[config.mk]
export PLATFORM = sky130hd
export DESIGN_NAME = uart_tx
export DESIGN_NICKNAME = d
export VERILOG_FILES = /design/src/rtl/uart_tx.sv
export SDC_FILE = /design/constraint.sdc
export NUM_CORES = 1
export LEC_CHECK = 0
export ABC_AREA = 1
export BUFFER_PORTS_ARGS = -buffer_cell sky130_fd_sc_hd__buf_4
export CAP_MARGIN = 15
export CORE_AREA = 2 2 66 68
export DETAILED_ROUTE_END_ITERATION = 12
export DIE_AREA = 0 0 68 70
export PLACE_DENSITY = 0.61
export SLEW_MARGIN = 20
export SYNTH_ARGS = -nofsm -noshare
export SYNTH_HDL_FRONTEND = slang
export SYNTH_SLANG_ARGS = --single-unit
[constraint.sdc]
create_clock -name clk -period 2.3 [get_ports clk]
set_clock_uncertainty 0.2 [all_clocks]
set_input_delay 0 -clock clk [delete_from_list [all_inputs] [get_ports clk]]
set_output_delay 0 -clock clk [all_outputs]
set_load 0.01 [all_outputs]
[src/rtl/uart_tx.sv]
// UART transmitter: start bit, 8 data bits LSB first, optional odd parity, one stop bit.
// Optional parity bit is generated when the macro TX_PARITY_EN is defined (8O1), otherwise 8N1.
module uart_tx #(
    parameter int CLK_FREQ  = 100_000_000,
    parameter int BAUD_RATE = 19_200
) (
    input  logic       clk,
    input  logic       reset,
    input  logic       send,
    input  logic [7:0] din,
    output logic       tx_out,
    output logic       busy
);
    localparam int BAUD_DIV = CLK_FREQ / BAUD_RATE;
    localparam int CW       = (BAUD_DIV > 1) ? $clog2(BAUD_DIV) : 1;
    localparam logic [CW-1:0] LAST = CW'(BAUD_DIV - 1);

    localparam logic [2:0] S_IDLE  = 3'd0;
    localparam logic [2:0] S_START = 3'd1;
    localparam logic [2:0] S_DATA  = 3'd2;
    localparam logic [2:0] S_STOP  = 3'd3;
    localparam logic [2:0] S_WAIT  = 3'd4;
`ifdef TX_PARITY_EN
    localparam logic [2:0] S_PARITY = 3'd5;
`endif

    logic [2:0]    state;
    logic [CW-1:0] baud_cnt;
    logic [2:0]    bit_cnt;
    logic [7:0]    data;
    logic          timed;
    logic          bit_done;

    always_comb begin
        timed = (state == S_START) || (state == S_DATA) || (state == S_STOP);
`ifdef TX_PARITY_EN
        if (state == S_PARITY) timed = 1'b1;
`endif
        bit_done = timed && (baud_cnt == LAST);
    end

    always_ff @(posedge clk) begin
        if (!reset) begin
            state    <= S_IDLE;
            tx_out   <= 1'b1;
            busy     <= 1'b0;
            baud_cnt <= '0;
            bit_cnt  <= '0;
            data     <= '0;
        end else begin
            // Every state change coincides with bit_done or an untimed state, so this also clears on transitions.
            baud_cnt <= (timed && !bit_done) ? baud_cnt + 1'b1 : '0;
            case (state)
                S_IDLE: begin
                    tx_out <= 1'b1;
                    busy   <= 1'b0;
                    if (send) begin
                        state  <= S_START;
                        data   <= din;
                        tx_out <= 1'b0;
                        busy   <= 1'b1;
                    end
                end
                S_START: begin
                    if (bit_done) begin
                        state   <= S_DATA;
                        tx_out  <= data[0];
                        bit_cnt <= '0;
                    end
                end
                S_DATA: begin
                    if (bit_done) begin
                        if (bit_cnt != 3'd7) begin
                            bit_cnt <= bit_cnt + 3'd1;
                            tx_out  <= data[bit_cnt + 3'd1];
                        end else begin
`ifdef TX_PARITY_EN
                            state  <= S_PARITY;
                            tx_out <= ~(^data);
`else
                            state  <= S_STOP;
                            tx_out <= 1'b1;
`endif
                        end
                    end
                end
`ifdef TX_PARITY_EN
                S_PARITY: begin
                    if (bit_done) begin
                        state  <= S_STOP;
                        tx_out <= 1'b1;
                    end
                end
`endif
                S_STOP: begin
                    tx_out <= 1'b1;
                    if (bit_done) begin
                        state <= S_WAIT;
                        busy  <= 1'b0;
                    end
                end
                S_WAIT: begin
                    // A send still held high from the last frame must not retrigger.
                    tx_out <= 1'b1;
                    busy   <= 1'b0;
                    if (!send) state <= S_IDLE;
                end
                default: begin
                    state    <= S_IDLE;
                    tx_out   <= 1'b1;
                    busy     <= 1'b0;
                    baud_cnt <= '0;
                    bit_cnt  <= '0;
                end
            endcase
        end
    end
endmodule

# == Yosys cells after proc, flatten, opt, wreduce, memory -nomap -nowiden ==
# Index checks and enable logic that the tools add are counted.
# word_totals
reg_bits,29
inputBits,11
wordCells,60
# op_classes
add_sub_neg,2
order_cmp,1
eq_ne,13
muxes,21
n_bitwise,2
n_reduce_logical,15
# ops
op,count
2-to-1 mux 3 bit,9
case mux 3 bit (5 select lines),1
adder 13 x 1 -> 13 bit (second input constant),1
== test 13 bit (second input constant),1
!= test 2 bit (second input constant),6
case mux 3 bit (3 select lines),1
2-to-1 mux 1 bit,7
== test 3 x 2 -> 1 bit (second input constant),2
case mux 1 bit (3 select lines),2
AND reduction 2 bit,3
AND reduction 6 bit,1
OR reduction 5 bit,1
less-than comparator 3 x 4 -> 1 bit (second input constant),1
AND reduction 4 bit,1
adder 3 x 1 -> 3 bit (second input constant),1
binary-select mux 1 bit (select 3 bit),1
== test 3 x 1 -> 1 bit (second input constant),1
== test 3 bit (second input constant),1
zero test 3 bit,1
!= test 3 bit (second input constant),1
AND reduction 3 bit,1
OR reduction 3 bit,1
logical AND 1 bit,2
logical OR 1 bit,2
4 further kinds,5

# == Logic depth before layout (Yosys ltp) ==
# logic_depth
word_depth,7
depth_mapped,10
depth_no_buf,10

# == Least setup slack after synthesis ==
# Ideal clock, no wire load.
# synth_path
path_type,flip-flop to flip-flop
from,reg bit_cnt[0]
to,reg tx_out
setup_time_ns,0.119
arrival_time_ns,1.389
required_ns,1.981
path_slack_ns,0.592
stages_incl_launch_ff,10
period_less_slack_ns,1.708
cell_sequence,dfxtp_1 -> ha_1 -> ha_1 -> inv_1 -> a21oi_1 -> o21ai_0 -> nand3_1 -> nand3_1 -> o21ai_0 -> nand2_1
# synth_between
elab_chain_len,6
word_cells_on_any_way,7
# synth_rtl
item,line_no,text
start: declaration,29,logic [2:0] bit_cnt;
start signal: assignment,74,bit_cnt <= bit_cnt + 3'd1;
adder 3 x 1 -> 3 bit,75,tx_out <= data[bit_cnt + 3'd1];
binary-select mux 1 bit (select 3 bit),75,
2-to-1 mux 1 bit (implied by the code),75,
2-to-1 mux 1 bit (*),73,if (bit_cnt != 3'd7) begin
2-to-1 mux 1 bit (*),72,if (bit_done) begin
case mux 1 bit (3 select lines) (*),53,case (state)
end signal: assignment,67,tx_out <= data[0];
end signal: assignment,75,
end: declaration,11,"output logic tx_out,"
# Every way passes the cells marked *; elsewhere a longest branch is shown, timed or not. The select of a mux whose other input is x is not followed.
# A chain may end at the register's enable or synchronous reset.

# == Worst setup path in the final report ==
# layout_path
from,reg state[0]
to,reg data[1]
# layout_between
elab_chain_len,2
# layout_rtl
item,line_no,text
start: declaration,27,logic [2:0] state;
start signal: assignment,44,state <= S_IDLE;
start signal: assignment,58,state <= S_START;
start signal: assignment,66,state <= S_DATA;
zero test 3 bit,53,
AND reduction 2 bit (no source line),-,
end signal: assignment,59,data <= din;
end: declaration,30,logic [7:0] data;
# No other way between the ends.

==> summary.md <==
| Metric | Value |
|---|---|
| Status | `completed` |
| Peak VDD IR | `539 uV` |
| WP buf/inv | `2` |
| IO Pins | `13` |
| Vias per inst | `4.62` |
| Core footprint | `4140 sq um` |
| Actual slew at the worst max-slew pin | `0.311 ns` |
| Synth Area in Adders | `0.0248` |
| Setup violators final | `0` |
| Post-synthesis xor/xnor area fraction | `0.0289` |
| Max stage delay on crit path | `0.57 ns` |
| GRT Residual Overflow | `0` |
| CTS tree | `done` |
| Mapped Cells | `203` |
| Die Y | `70 um` |
| Pin count of the biggest net entering global routing | `18` |
| Share of layout cells above drive strength 1 | `0.206` |
| Clk Latency, worst-skew pair | `0.28 ns` |
| CTS H-tree depth | `2` |
| First-pass iteration count of the detailed router | `4` |
| Final instance area | `1930 sq um` |
| Slowest-stage cell, CP | `dlygate4sd3_1` |
| CP max FO | `17` |
| Post-CTS setup buffers | `0` |
| CP Class | `flip-flop to flip-flop` |
| 1st-iter DRT viols | `45` |
| First-pass GRT wire length | `5350 um` |
| # fillers | `419` |
| Layout Utilization | `0.465` |
| Via count | `1340` |
| Worst setup SP type | `flip-flop` |
| Final Routed Wirelength | `3010 um` |
| Syn-to-layout area delta | `27.4%` |
| Initial Utilization | `0.365` |
| Non-filler instance count after layout | `290` |
| Count of nets after finishing | `252` |
| Max frequency | `0.509 GHz` |
| Post-CTS Resized | `0` |
| Post-DP Area | `1660 sq um` |
| # port buffers | `12` |
| Die Wd | `68 um` |
| N_diodes | `0` |
| Drt drc | `0` |
| Commonest non-fill, non-tap cell in the layout | `nand2_1` |
| Final WS setup | `0.336 ns` |
| MaxCap Viol Count | `0` |
| Place WS | `0.487 ns` |
| Most frequent cells in the layout | `nand2_1 (33), dfxtp_1 (29), inv_1 (21), nor2_1 (21), a21oi_1 (19)` |
| Total track usage | `0.148` |
| Hold-fix buffers at CTS | `18` |
| Dpl hpwl | `2160 um` |
| WL per Instance | `10.4 um` |
| Slew HR | `0.792` |
| Num CTS Buffers | `5` |
| Synth Area in Compound Gates | `0.125` |
| WP data required | `2.26 ns` |
| Seq/Total Area, Yosys | `0.384` |
| Fin crit period | `1.96 ns` |
| Clock sink total | `29` |
| PD cells | `994 nW/um^2` |
| Post-placement cell count | `265` |
| Fin. max-slew vios | `0` |
| Critical-path cell list | `nor2_4 > nand3_1 > buf_4 > o21ai_0 > dlygate4sd3_1 > a21oi_1` |
| Full die area | `4760 sq um` |
| Routed Antenna Nets | `0` |
| CTS Buffer Depth | `2` |
| RSZ-0062 raised after global routing | `no` |
| Post-Synth Simple-Gate Area | `0.356` |
| Worst hold path type | `flip-flop to flip-flop` |
| Crit. End Element | `flip-flop` |
| Vias in the first global route | `1299` |
| Clock-pin slew on the worst setup and hold paths | `0.06 ns` |
| Final Hold Viols | `0` |
| Mapped Area | `1510 sq um` |
| Clk root buf | `clkbuf_8` |
| Mapped Nets | `217` |
| Avg Cell Area, Syn | `7.45 sq um` |
| Critical path's top delay family | `buffers and inverters` |
| Leakage | `0.774 nW` |
| Std-Cell Rows | `24` |
| GP Congestion | `0.777` |
| FF+latch count, synth | `29` |
| Largest family of logic cells by synthesized area | `simple AND/OR/NAND/NOR gates` |
| TNS Setup | `0 ns` |
| Crit path DAT | `1.93 ns` |
| Final period util | `0.854` |
| Distinct cells, synth | `30` |
| Initial antenna violation count | `0` |
| YS warnings | `0` |
| Multiplexer area fraction after synthesis | `0` |
[synth_stat cells]
master	count	area share
nand2_1	33	0.082
dfxtp_1	29	0.38
inv_1	21	0.052
nor2_1	21	0.052
a21oi_1	19	0.063
nand3_1	16	0.053
o21ai_0	10	0.033
inv_2	8	0.020
nor2_2	5	0.021
xor2_1	5	0.029
nand2_2	4	0.017
nor2_4	4	0.030
buf_2	3	0.0099
ha_1	3	0.025
nor3_1	3	0.0099
nand2_4	2	0.015
nand3_2	2	0.013
nand4_1	2	0.0083
nor3b_1	2	0.0099
a21oi_4	1	0.011
a31o_2	1	0.0058
a31oi_1	1	0.0041
and3_1	1	0.0041
nand3_4	1	0.012
nand3b_1	1	0.0050
nand4_4	1	0.014
nor3_2	1	0.0066
o21ai_1	1	0.0033
o21bai_1	1	0.0050
or2_0	1	0.0041
[worst paths after layout]
path,slack [ns],startpoint,cells past startpoint,endpoint
hold / removal,0.25,baud_cnt[0]$_SDFF_PN0_,1,baud_cnt[0]$_SDFF_PN0_
setup / recovery,0.34,state[0]$_SDFFE_PN0P_,6,data[1]$_SDFFE_PN0P_
setup reg to reg,0.34,state[0]$_SDFFE_PN0P_,6,data[1]$_SDFFE_PN0P_
hold reg to reg,0.25,baud_cnt[0]$_SDFF_PN0_,1,baud_cnt[0]$_SDFF_PN0_
[layer usage]
layer  wire length [um]  GRT usage  vias to the layer above
li1                   -          -                      728
met1               1390      0.172                      586
met2               1460      0.248                       22
met3                111     0.0386                        4
met4                 44     0.0667                        0
met5                  0          0                        -
[registers in the layout, summed over array words and instances (netlist names)]
register / flops
baud_cnt: 13
bit_cnt: 3
busy: 1
data: 8
state: 3
tx_out: 1
[where the power goes]
group | internal [W] | switching (W) | leakage, nW
clock | 0.000237 | 0.000177 | 0.0443
combinational | 0.000330 | 0.000487 | 0.493
sequential | 0.000600 | 0.0000844 | 0.237
total | 0.00117 | 0.000749 | 0.774
[stage by stage]
| stage | power, W | hold slack (ns) |
|---|---|---|
| after floorplan | 0.00130 | -0.0616 |
| after global placement | 0.00147 | 0.0746 |
| after detailed placement | 0.00147 | 0.0848 |
| after CTS | 0.00194 | 0.249 |
| after global routing | 0.00209 | 0.265 |
| final | 0.00192 | 0.245 |
[cell type report]
type                    instances  area [sq um]  share of cell area
multi-input cells             142           808               0.419
flip-flops and latches         29           581               0.301
clock buffers                   7          86.3              0.0448
well taps                      52          65.1              0.0338
inverters                      29           109              0.0565
repair buffers                 31           278               0.144
[cell families after synthesis]
kind of cell,after synthesis
adder cells (fa/ha/maj),3
XOR/XNOR,5
AO/OA/AOI/OAI,34
flip-flops,29
AND/OR/NAND/NOR,100
buffers and inverters,32
(Power assumes the default switching activity.)
